$ cat src/rtl/fifo_sel_pkg.sv
// Shared constants and FSM encoding for the FIFO select path (arbiter and read side).
package fifo_sel_pkg;

    localparam logic [7:0] NON_FIFO_CHOOSE = 8'd0;
    localparam int         SEL_VALID_BIT   = 7;
    localparam int         SEL_IDX_W       = 7;

    typedef enum logic [1:0] {
        ST_IDLE = 2'd0,
        ST_READ = 2'd1,
        ST_DONE = 2'd2
    } rd_state_t;

endpackage

$ cat src/rtl/fifo_sel_rd_if.sv
// Registered valid/ready word stream leaving the FIFO select read side.
interface fifo_sel_rd_if
    import fifo_sel_pkg::*;
#(
    parameter int DATA_W = 32
);
    logic                 out_valid;
    logic                 out_ready;
    logic [DATA_W-1:0]    out_data;
    logic                 out_eop;
    logic [SEL_IDX_W-1:0] out_port;

    modport master (
        output out_valid, out_data, out_eop, out_port,
        input  out_ready
    );

    modport slave (
        input  out_valid, out_data, out_eop, out_port,
        output out_ready
    );
endinterface

$ cat src/rtl/fifo_rd_oreg.sv
// Single-entry valid/ready output register holding one word with its eop flag and source port.
module fifo_rd_oreg
    import fifo_sel_pkg::*;
#(
    parameter int DATA_W = 32
) (
    input  logic                 glb_clk,
    input  logic                 glb_areset_n,
    input  logic                 load,
    input  logic [DATA_W-1:0]    load_data,
    input  logic                 load_eop,
    input  logic [SEL_IDX_W-1:0] load_port,
    output logic                 free,
    fifo_sel_rd_if.master        ob
);

    logic                 valid_q;
    logic                 eop_q;
    logic [DATA_W-1:0]    data_q;
    logic [SEL_IDX_W-1:0] port_q;

    // Free when empty or the held word leaves this cycle, so pop and accept overlap.
    assign free = !valid_q || ob.out_ready;

    always_ff @(posedge glb_clk) begin
        if (!glb_areset_n) begin
            valid_q <= 1'b0;
            eop_q   <= 1'b0;
            data_q  <= '0;
            port_q  <= '0;
        end else if (load) begin
            valid_q <= 1'b1;
            eop_q   <= load_eop;
            data_q  <= load_data;
            port_q  <= load_port;
        end else if (ob.out_ready) begin
            valid_q <= 1'b0;
        end
    end

    assign ob.out_valid = valid_q;
    assign ob.out_data  = data_q;
    assign ob.out_eop   = eop_q;
    assign ob.out_port  = port_q;

endmodule

$ cat src/rtl/fifo_sel_rd.sv
// Read side of the FIFO select path: pops one packet from the port chosen by the arbiter code.
module fifo_sel_rd
    import fifo_sel_pkg::*;
#(
    parameter int PORT_NUM    = 14,
    parameter int DATA_W      = 32,
    parameter int MAX_PKT_LEN = 256
) (
    input  logic                       glb_clk,
    input  logic                       glb_areset_n,
    input  logic [7:0]                 fifo_sel_res_final,
    input  logic [PORT_NUM-1:0]        fifo_empty,
    input  logic [PORT_NUM*DATA_W-1:0] fifo_dout,
    input  logic [PORT_NUM-1:0]        fifo_eop,
    output logic [PORT_NUM-1:0]        fifo_rd_en,
    fifo_sel_rd_if.master              ob,
    output logic                       pkt_done,
    output logic                       pkt_trunc,
    output logic                       sel_err
);

    localparam int                   CNT_W    = $clog2(MAX_PKT_LEN + 1);
    localparam logic [CNT_W-1:0]     CNT_LAST = CNT_W'(MAX_PKT_LEN - 1);
    localparam logic [SEL_IDX_W-1:0] PORT_LIM = SEL_IDX_W'(PORT_NUM);

    rd_state_t            state, state_nxt;
    logic [SEL_IDX_W-1:0] cur_port;
    logic [CNT_W-1:0]     word_cnt;
    logic                 head_empty, head_eop;
    logic [DATA_W-1:0]    head_data;
    logic                 oreg_free, pop, last;

    logic                 sel_vld;
    logic [SEL_IDX_W-1:0] sel_idx;

    assign sel_vld = fifo_sel_res_final[SEL_VALID_BIT];
    assign sel_idx = fifo_sel_res_final[SEL_IDX_W-1:0];

    always_comb begin
        head_empty = 1'b1;
        head_eop   = 1'b0;
        head_data  = '0;
        for (int unsigned i = 0; i < PORT_NUM; i++) begin
            if (cur_port == SEL_IDX_W'(i)) begin
                head_empty = fifo_empty[i];
                head_eop   = fifo_eop[i];
                head_data  = fifo_dout[i*DATA_W +: DATA_W];
            end
        end
    end

    always_comb begin
        state_nxt  = state;
        pop        = 1'b0;
        last       = 1'b0;
        fifo_rd_en = '0;
        case (state)
            ST_IDLE: begin
                if (sel_vld && (sel_idx < PORT_LIM))
                    state_nxt = ST_READ;
            end
            ST_READ: begin
                // Pop is held off while reset is asserted so the FIFO keeps the partial packet.
                pop  = glb_areset_n && !head_empty && oreg_free;
                last = head_eop || (word_cnt == CNT_LAST);
                for (int unsigned i = 0; i < PORT_NUM; i++)
                    fifo_rd_en[i] = pop && (cur_port == SEL_IDX_W'(i));
                if (pop && last)
                    state_nxt = ST_DONE;
            end
            ST_DONE: state_nxt = ST_IDLE;
            default: state_nxt = ST_IDLE;
        endcase
    end

    always_ff @(posedge glb_clk) begin
        if (!glb_areset_n) begin
            state     <= ST_IDLE;
            cur_port  <= '0;
            word_cnt  <= '0;
            pkt_done  <= 1'b0;
            pkt_trunc <= 1'b0;
            sel_err   <= 1'b0;
        end else begin
            state     <= state_nxt;
            pkt_done  <= pop && last;
            pkt_trunc <= pop && last && !head_eop;
            sel_err   <= (state == ST_IDLE) && sel_vld && (sel_idx >= PORT_LIM);
            if ((state == ST_IDLE) && (state_nxt == ST_READ)) begin
                cur_port <= sel_idx;
                word_cnt <= '0;
            end else if (pop) begin
                word_cnt <= word_cnt + CNT_W'(1);
            end
        end
    end

    fifo_rd_oreg #(.DATA_W(DATA_W)) u_oreg (
        .glb_clk      (glb_clk),
        .glb_areset_n (glb_areset_n),
        .load         (pop),
        .load_data    (head_data),
        .load_eop     (last),
        .load_port    (cur_port),
        .free         (oreg_free),
        .ob           (ob)
    );

endmodule

$ cat src/flat_wrapper.sv
// flat-port wrapper written by rule: the top's interface ports become plain ports
module fifo_sel_rd_flat import fifo_sel_pkg::*;
#(
    parameter int PORT_NUM    = 14,
    parameter int DATA_W      = 32,
    parameter int MAX_PKT_LEN = 256
)
  (glb_clk, glb_areset_n, fifo_sel_res_final, fifo_empty, fifo_dout, fifo_eop, fifo_rd_en, pkt_done, pkt_trunc, sel_err, ob_out_valid, ob_out_data, ob_out_eop, ob_out_port, ob_out_ready);
  fifo_sel_rd_if #(.DATA_W(DATA_W)) ob_i ();
  input  logic glb_clk;
  input  logic glb_areset_n;
  input  logic [7:0] fifo_sel_res_final;
  input  logic [PORT_NUM-1:0] fifo_empty;
  input  logic [PORT_NUM*DATA_W-1:0] fifo_dout;
  input  logic [PORT_NUM-1:0] fifo_eop;
  output logic [PORT_NUM-1:0] fifo_rd_en;
  output logic pkt_done;
  output logic pkt_trunc;
  output logic sel_err;
  output wire logic [$bits(ob_i.out_valid)-1:0] ob_out_valid;
  output wire logic [$bits(ob_i.out_data)-1:0] ob_out_data;
  output wire logic [$bits(ob_i.out_eop)-1:0] ob_out_eop;
  output wire logic [$bits(ob_i.out_port)-1:0] ob_out_port;
  input wire logic [$bits(ob_i.out_ready)-1:0] ob_out_ready;
  assign ob_out_valid = ob_i.out_valid;
  assign ob_out_data = ob_i.out_data;
  assign ob_out_eop = ob_i.out_eop;
  assign ob_out_port = ob_i.out_port;
  assign ob_i.out_ready = ob_out_ready;
  fifo_sel_rd #(.PORT_NUM(PORT_NUM), .DATA_W(DATA_W), .MAX_PKT_LEN(MAX_PKT_LEN)) u_core (.glb_clk(glb_clk), .glb_areset_n(glb_areset_n), .fifo_sel_res_final(fifo_sel_res_final), .fifo_empty(fifo_empty), .fifo_dout(fifo_dout), .fifo_eop(fifo_eop), .fifo_rd_en(fifo_rd_en), .ob(ob_i), .pkt_done(pkt_done), .pkt_trunc(pkt_trunc), .sel_err(sel_err));
endmodule
$ cat config.mk
export PLATFORM = sky130hd
export DESIGN_NAME = fifo_sel_rd_flat
export DESIGN_NICKNAME = d
export VERILOG_FILES = /design/src/rtl/fifo_sel_pkg.sv /design/src/rtl/fifo_sel_rd_if.sv /design/src/rtl/fifo_rd_oreg.sv /design/src/rtl/fifo_sel_rd.sv /design/src/flat_wrapper.sv
export SDC_FILE = /design/constraint.sdc
export NUM_CORES = 1
export LEC_CHECK = 0
export CORE_AREA = 2 2 210 212
export CTS_CLUSTER_DIAMETER = 30
export DETAILED_ROUTE_END_ITERATION = 8
export DIE_AREA = 0 0 212 214
export HOLD_SLACK_MARGIN = 0.12
export PLACE_DENSITY_LB_ADDON = 0.3
export RECOVER_POWER = 100
export SKIP_CTS_REPAIR_TIMING = 1
export SLEW_MARGIN = 20
export SYNTH_ARGS = -nofsm -noshare
export SYNTH_HDL_FRONTEND = slang
export SYNTH_SLANG_ARGS = --single-unit
$ cat constraint.sdc
create_clock -name glb_clk -period 6.84 [get_ports glb_clk]
set_input_delay 1.368 -clock glb_clk [delete_from_list [all_inputs] [get_ports glb_clk]]
set_output_delay 1.368 -clock glb_clk [all_outputs]
set_load 0.01 [all_outputs]
Word level (Yosys, flattened, before mapping)
Cells that the tools add are included.
- $add $sub $neg: 1
- order comparisons: 2
- equality and inequality tests: 16
- mux-type cells: 50
- bitwise logic cells: 1
- reduce and logical (&&, ||, !) cells: 32
- operators with widths (cell ; number):
    32-bit 2-to-1 mux ; 14
    7-bit by 4-bit == test with 1-bit output (second input constant) ; 6
    1-bit 2-to-1 mux ; 32
    7-bit by 3-bit == test with 1-bit output (second input constant) ; 4
    1-bit logical AND ; 23
    7-bit by 2-bit == test with 1-bit output (second input constant) ; 2
    14-bit 2-to-1 mux ; 1
    9-bit by 1-bit adder with 9-bit output (second input constant) ; 1
    9-bit by 8-bit == test with 1-bit output (second input constant) ; 1
    7-bit by 1-bit == test with 1-bit output (second input constant) ; 1
    7-bit by 4-bit greater-or-equal comparator with 1-bit output (second input constant) ; 1
    7-bit logical NOT ; 1
    7-bit by 4-bit less-than comparator with 1-bit output (second input constant) ; 1
    2-bit by 1-bit == test with 1-bit output (second input constant) ; 2
    2-bit 2-to-1 mux ; 2
    2-bit one-hot mux with 2 select lines ; 1
    1-bit logical NOT ; 3
    2-bit logical NOT ; 1
    1-bit logical OR ; 2
    2-bit nonzero test ; 1
    2-bit OR reduction ; 1
    1-bit inverter ; 1
- register bits: 62
- output and inout port bits: 58
- word-level logic and storage cells: 112

Longest topological paths before layout
Gate-level depths: netlist of run 1.
- depth after elaboration: 24
- mapped depth: 11
- mapped depth without buffers: 7

Modules after synthesis
A second synthesis of run 1 with hierarchy kept.
- cells, all modules: 763
- area, all modules: 6301.0 sq um
- by module, submodules not included (module ; instances ; cells an instance ; area an instance (sq um) ; seq. area each (sq um)):
    fifo_sel_rd ; 1 ; 630 ; 4705.8 ; 420.4
    fifo_rd_oreg ; 1 ; 133 ; 1595.3 ; 820.8

Worst setup path before layout of run 1
Ideal clock, no wire load.
- kind: input to output
- start: input port fifo_empty[3]
- end: output port fifo_rd_en[6]
- arrival time: 3.033 ns
- data required time: 5.472 ns
- path slack: 2.439 ns
- cell stages on the path: 8
- cell sequence: mux4_2 > a21oi_1 > o21ai_0 > o211a_2 > or2_4 > buf_6 > clkbuf_1 > nor3_1
- cells in the longest elaborated chain, start to end: 16
- RTL lines (element ; RTL line ; text):
    start: declaration ; flat_wrapper.sv:13 ; input logic [PORT_NUM-1:0] fifo_empty;
    1-bit 2-to-1 mux (11 in series) ; fifo_sel_rd.sv:44 ; if (cur_port == SEL_IDX_W'(i)) begin
    1-bit logical NOT ; fifo_sel_rd.sv:64 ; pop = glb_areset_n && !head_empty && oreg_free;
    1-bit logical AND (2 in series) ; fifo_sel_rd.sv:64 ;
    1-bit logical AND ; fifo_sel_rd.sv:67 ; fifo_rd_en[i] = pop && (cur_port == SEL_IDX_W'(i));
    14-bit 2-to-1 mux ; fifo_sel_rd.sv:57 ; case (state)
    end: declaration ; flat_wrapper.sv:16 ; output logic [PORT_NUM-1:0] fifo_rd_en;
Every way passes these cells.

Worst setup path in the final report of run 1
- start: register u_core.cur_port[1]
- end: output port fifo_rd_en[6]
- cells in the longest elaborated chain, start to end: 20
- RTL lines (element ; RTL line ; text):
    start: declaration ; fifo_sel_rd.sv:27 ; logic [SEL_IDX_W-1:0] cur_port;
    start signal: assignment ; fifo_sel_rd.sv:90 ; cur_port <= sel_idx;
    7-bit logical NOT ; fifo_sel_rd.sv:44 ;
    1-bit 2-to-1 mux (14 in series) ; fifo_sel_rd.sv:44 ;
    1-bit logical NOT ; fifo_sel_rd.sv:64 ;
    1-bit logical AND (2 in series) ; fifo_sel_rd.sv:64 ;
    1-bit logical AND * ; fifo_sel_rd.sv:67 ;
    14-bit 2-to-1 mux * ; fifo_sel_rd.sv:57 ;
Mark *: on every way between the ends. The rest lies on a longest branch, timed or not.

==> results of run 1 <==
## routing by layer
layer	vias up	share of wire [%]	GRT usage (%)	wire length, um
met3	54	6.2	4.85	3810
met5	-	0.016	0	10
met2	455	51	48.3	31300
met4	2	1.9	5.47	1140
met1	5118	41	30.8	24800
li1	4691	-	-	-
## synthesized netlist by cell type (20+ instances only)
cell type  count
nor2_1        86
dfxtp_1       62
a21oi_1      140
mux2i_1       37
nand3_1       36
clkbuf_1      60
nor3_1        25
o21ai_0       98
buf_2         22
o22ai_1       40
nand2_1       91
a22oi_1       20
## cell usage in the layout (no fill, tap or decap), drive strengths merged, types with 36 or more instances in the layout
master and instances:
dfxtp 62, nand3 36, o21ai 98, nand2 91, mux2i 37, clkdlybuf4s50 485
o22ai 40, dlygate4sd3 59, nor2 87, a21oi 140
## stage by stage
step / total power, mW / util [%] / std cells / worst slack (ps)
2_1_floorplan: 0.508 / - / 960 / 2440
3_3_place_gp: 0.903 / 29.8 / 2029 / 1560
3_5_place_dp: 0.905 / 29.8 / 2029 / 1530
4_1_cts: 1.40 / 30.5 / 2045 / 1520
5_1_grt: 1.44 / 30.4 / 2050 / 740
6_report: 1.38 / 30.4 / 2056 / 917
## power by group
part	total (mW)	switching, mW	leakage [nW]	internal (mW)
clock	0.489	0.194	0.151	0.295
combinational	0.517	0.199	3.89	0.318
sequential	0.373	0.00830	0.502	0.364
## flip-flops by register name, indices dropped and copies added, names as in the netlist
name                        cells
u_core.pkt_trunc                1
u_core.word_cnt                 9
u_core.cur_port                 7
u_core.u_oreg.ob.out_port       7
u_core.sel_err                  1
u_core.u_oreg.ob.out_valid      1
u_core.u_oreg.ob.out_eop        1
u_core.u_oreg.ob.out_data      32
u_core.pkt_done                 1
u_core.state                    2
## tightest hold or removal path, cell delays in order, from the launching register on
cell,delay [ps]
dfxtp_1,300
nand3_1,60
nand2_1,40
## layout make-up
| type | instances | area [sq um] |
|---|---|---|
| Antenna cell | 11 | 27.5 |
| Clock inverter | 2 | 12.5 |
| Timing Repair Buffer | 579 | 5690 |
| Clock buffer | 14 | 294 |
| Sequential cell | 62 | 1250 |
| Fill cell | 4753 | 29800 |
| Inverter | 9 | 33.8 |
| Multi-Input combinational cell | 794 | 5000 |
| Tap cell | 585 | 732 |
## worst min-delay path by stage
stage / slack [ps] / to / from / cells past startpoint
after floorplan: 420 / u_core.sel_err$_SDFF_PN0_ / u_core.state[0]$_SDFF_PN0_ / 1
after global placement: 440 / u_core.u_oreg.ob.out_data[1]$_SDFFE_PN0P_ / u_core.u_oreg.ob.out_data[1]$_SDFFE_PN0P_ / 2
after detailed placement: 440 / u_core.u_oreg.ob.out_data[1]$_SDFFE_PN0P_ / u_core.u_oreg.ob.out_data[1]$_SDFFE_PN0P_ / 2
after CTS: 450 / u_core.u_oreg.ob.out_data[1]$_SDFFE_PN0P_ / u_core.u_oreg.ob.out_data[1]$_SDFFE_PN0P_ / 2
after global routing: 480 / u_core.u_oreg.ob.out_port[0]$_SDFFE_PN0P_ / u_core.u_oreg.ob.out_port[0]$_SDFFE_PN0P_ / 2
final: 450 / u_core.u_oreg.ob.out_data[1]$_SDFFE_PN0P_ / u_core.u_oreg.ob.out_data[1]$_SDFFE_PN0P_ / 2
## kinds of logic (layout without fill, tap and decap cells)
logic type	Yosys count	count (layout)
XOR/XNOR	1	1
buffers and inverters	104	604
flip-flops	62	62
AO/OA/AOI/OAI	426	426
adder cells (fa/ha/maj)	2	2
multiplexers	68	68
AND/OR/NAND/NOR	297	297
other	0	11
==> metrics.txt, run 1 <==
antenna violations before repair 10; TNS Setup 0 ps; reg-to-reg startpoint u_core.cur_port[1]$_SDFFE_PN0P_; Clock Latency Late Sink 350 ps; asr flop ratio synth 0%; PortBufs 544; Iter 0 DRT Violations 724; Post-synth top flop dfxtp_1; placed cell area 0.0128 sq mm; total CTS buffers 9; Pwr Density approximately 110 mW/mm^2; total grt overflow 0; area of the core ~0.043 sq mm; post-DP HPWL 48500 um; R2R Setup Slk 1230 ps; CP endpoint fifo_rd_en[6]; crit-path max cell delay 1120 ps; share of cells above drive strength 1 6.92%; Req. time, crit path 5470 ps; syn nets 1449; Post-Route WL 61000 um; Tcrit/Tclk final 86.6%; Arr. time, crit path 4560 ps; worst path cell trace or2_0 > nor3_2 > a31oi_1 > o211a_2 > or2_4 > nor3_1 > dlygate4sd3_1; clk root buf clkbuf_16; Lkg Pwr 4.55 nW; Setup crit start u_core.cur_port[1]$_SDFFE_PN0P_; Die X 212 um; Clock transition at path regs about 60 ps; Fmax 0.169 GHz; Initial DRT Pass Iterations 5; clk_skew 8.86 ps; GPL Wtd Cong 0.847; Synth top area share 18.5%; Die ar. 0.0454 sq mm; RSZ-0062 raised after global routing false; Crit-path slowest cell or2_0; # IOs 545; wire per inst 29.7 um; synth unique cells 65; CTS max path bufs 2; Compound-Gate Fraction of Synth Area about two fifths; post-synthesis adder-cell area fraction 0.374%; first-pass GRT wire length 82900 um; Slew headroom -42.4%; Avg Cell Area, Syn 6.98 sq um; effective utilization at floorplan between 10% and 20%; Final Max Slew Viols 119; Crit Path Category register to primary output; Via density around 5; CTS tree yes; Simple-Gate Fraction of Synth Area 20.7%; WHS around 450 ps; vias in the first global route ~11000; reg2reg end u_core.word_cnt[3]$_SDFFE_PP0P_; vias between 10000 and 15000; Post-Syn Area 0.00670 sq mm; largest family of logic cells by synthesized area compound AO/OA/AOI/OAI gates; Worst path depth 7; Tot GR Track Use 26.1%; failing checks capacitance limit, slew limit; Reg2Reg Depth 8; final instance area 0.0130 sq mm; CP Max Fanout 60; post-route minimum period 5920 ps; synth-to-layout area growth 94.8%; flops & latches, synth slightly above 60; htree depth 3; Worst-Margin Slew ~2100 ps; Mapped Cells 960; Die Ht between 200 and 250 um; row count 76; crit start category register; cell taking the most area after synthesis dfxtp_1; largest net degree at the start of global routing 61; clock sink count 62; residual DRC count 0; Seq/Total Area, Yosys 18.5%; Post-synth EDFFs 0; Layout Nets 1944; number of synthesis warnings 0; synth top area cells dfxtp_1 (19%), a21oi_1 (10%), o21ai_0 (7.3%), mux2i_1 (5.5%), nand2_1 (5.1%); Critical Path Sink Type primary output; mux contribution to synthesized area 13.3%; Worst VDD drop 87.8 uV; Final Hold Fails 0; XOR/XNOR share of the synthesized area 0.131%; Buf/Inv on CP 1; status finished, violations left; Final setup viols 0; HP Class register to register; Max Cap Violations 3; Worst path top cell family by delay simple AND/OR/NAND/NOR gates; ANT nets after route 0
Power figures use the tool's default switching activity.
==> run 2: changes to the inputs <==
ABC_AREA = 1   (was not set)
CORE_AREA = 2 2 211 213   (was 2 2 210 212)
DIE_AREA = 0 0 213 215   (was 0 0 212 214)
==> run 2 against run 1 <==
Against the previous run:
- the run still ends with capacitance limit, slew limit left
- via count down 5.6%
- non-clock buffer count down 14
- maximum frequency down 3.4%
- routed wire length down 23%
- power down 0.82%
- critical path depth up 8
- die area up 0.94%
- core utilization down 1.6 points
- area after synthesis down 7.5%
- largest cell class unchanged
- cell area down 3.5%
- sequential power down 1%
- first-iteration DRC count down 25%
==> metrics.txt, run 2 <==
PortBufs 544; Critical Path Sink Type primary output; Int Pwr 0.955 mW; first-pass GRT wire length 65100 um; crit start category register; most frequent cell after synthesis nand2_1; crit-path max cell delay 630 ps; antenna violations before repair 4; part of the power in combinational logic between 30% and 40%; HP Class register to register; FILL cells 4933; CP Max Fanout 42; Tcrit/Tclk final between 80 and 90%; Crit Path Category register to primary output; post-DP HPWL 38400 um; TNS Setup 0 ps; Avg Cell Area, Syn around 5.1 sq um; Layout Nets 2213; GPL Wtd Cong 0.916; vias 9745; flops & latches, synth 62; Post-Route WL about 47000 um; total CTS buffers 9; Clock Latency Late Sink between 300 and 400 ps; Switch Pwr 0.413 mW; Pwr Density 109 mW/mm^2; Clock transition at path regs 60 ps; number of synthesis warnings 0; Die X 213 um; reg-to-reg startpoint u_core.cur_port[4]$_SDFFE_PN0P_; area of the core approximately 0.044 sq mm; Die ar. 0.0458 sq mm; Final Max Slew Viols 69; cell taking the most area after synthesis nand2_1; wire per inst 20.1 um; Final Hold Fails 0; clk_skew 8.46 ps; Mapped Cells 1206; Req. time, crit path 5470 ps; most common cell after layout, fill and taps aside clkdlybuf4s50_1; CTS tree yes; final instance area 0.0126 sq mm; Tot GR Track Use about a fifth; number of flip-flops in the largest register 32; WHS 439 ps; share of cells above drive strength 1 4.28%; asr flop ratio synth 0%; # IOs roughly 550; vias in the first global route 9976; Sw Ratio 30.2%; ANT nets after route 0; Lkg Pwr approximately 5.2 nW; commonest cells in the synthesized netlist nand2_1 (472), nor2_1 (178), inv_1 (116); residual DRC count 0; non-filler cells, final 2322; Arr. time, crit path roughly 4800 ps; clock sink count between 60 and 70; Cells after DPL 2305; Seq/Total Area, Yosys 20.0%; worst path cell trace inv_1 > nand2_1 > nor2_1 > nand2_1 > inv_2 > nand2_1 > nand2_1 > nand4_1 > nor2_1 > nand4_1 > nor2_1 > nand3_2 > nand3_4 > nor2_1 > dlygate4sd3_1; Worst-Margin Slew between 1500 and 2000 ps; placed cell area 0.0123 sq mm; clk root buf clkbuf_16; Fmax 0.163 GHz; status finished, violations left; Via density around 4.2; Synth top area share 28.6%; Final setup viols 0; Post-synth top flop dfxtp_1; Die Ht 215 um; largest net degree at the start of global routing 43; Slew headroom -24.9%; Max Cap Violations 2; power share of the sequential group 26.9%; Iter 0 DRT Violations 546; synth-to-layout area growth 103%; failing checks capacitance limit, slew limit; post-route minimum period 6130 ps; HP Start u_core.u_oreg.ob.out_port[4]$_SDFFE_PN0P_; syn nets between 1500 and 2000; synth unique cells 37; most frequent cells in the layout clkdlybuf4s50_1 (489), nand2_1 (472), nor2_1 (178); Initial DRT Pass Iterations 5; Post-synth EDFFs 0; row count 77; Clk network pwr share 34.5%; CTS max path bufs 2; total grt overflow 0; Worst VDD drop 94.7 uV; synth top area cells nand2_1 (29%), dfxtp_1 (20%), nor2_1 (11%), inv_1 (7.0%), nand4_1 (7.0%); Crit-path slowest cell dlygate4sd3_1; RSZ-0062 raised after global routing false; effective utilization at floorplan 14.2%; htree depth 3; Post-Syn Area 0.00619 sq mm; Setup crit start u_core.cur_port[4]$_SDFFE_PN0P_
==> run 2: cell count changes after synthesis, sizes merged, moves of 19 or more <==
cell and change:
nand2 +383, inv +123, nor2 +98, o21ai -74, nand4 +65, a21oi -64
nand3 +43, mux2i -37, o22ai -36, a22oi -20, clkbuf -19
==> run 2: per-layer routing <==
layer / up-vias / part of all wire [%] / global-route usage [%] / wire length (um)
met5: - / 0.060 / 0 / 28
met4: 4 / 3.2 / 6.36 / 1470
met3: 63 / 8.4 / 5.35 / 3910
met2: 439 / 49 / 35.9 / 22800
met1: 4406 / 40 / 21.8 / 18500
li1: 4833 / - / - / -
==> run 2: power groups by stage <==
stage               clock network, mW  registers, mW  logic, mW
CTS                             0.492          0.368      0.539
global placement                    0          0.376      0.534
finish                          0.472          0.368      0.528
detailed placement                  0          0.376      0.535
global route                    0.505          0.368      0.571
floorplan                           0          0.377      0.137
==> run 2: cell type report <==
type	instances	area, sq um	share of cell area [%]
timing repair buffer	565	5590	44.4
multi-input combinational	953	4220	33.5
sequential	62	1240	9.86
tap	592	741	5.89
inverter	133	502	3.99
clock buffer	11	233	1.85
clock inverter	5	58.8	0.467
antenna	1	2.50	0.0199
==> run 2: cell families (layout without fill, tap and decap cells) <==
kind of cell    count (synthesis)  after routing  synth area share (%)
xor+xnor                        6              6                 0.848
simple gates                  839            839                  57.7
flops                          62             62                  20.0
fa+ha+maj                       2              2                 0.404
compound gates                106            106                  8.73
other cells                     0              1                     0
buf+inv                       191            714                  12.2
==> run 2: worst max-delay path, delay by kind of cell, from the launching register on <==
kind / cells / cell delay [ps]
simple gates: 12 / 2750
buf+inv: 3 / 1330
flops: 1 / 300
==> run 2: path summary, 6_finish.rpt <==
path                                                      to  slack (ps)  cells after the start
setup / recovery                               fifo_rd_en[9]         710                     15
hold / removal     u_core.u_oreg.ob.out_port[4]$_SDFFE_PN0P_         440                      2
setup reg to reg  u_core.u_oreg.ob.out_data[29]$_SDFFE_PN0P_        1790                     18
hold reg to reg    u_core.u_oreg.ob.out_port[4]$_SDFFE_PN0P_         440                      2
==> run 2: metrics by stage <==
stage               setup WS [ps]  utilization, %  power, mW
floorplan                    2940               -      0.515
global placement             1060            28.2      0.910
detailed placement           1060            28.2      0.911
CTS                           927            28.9       1.40
global route                  370            28.8       1.44
finish                        710            28.8       1.37
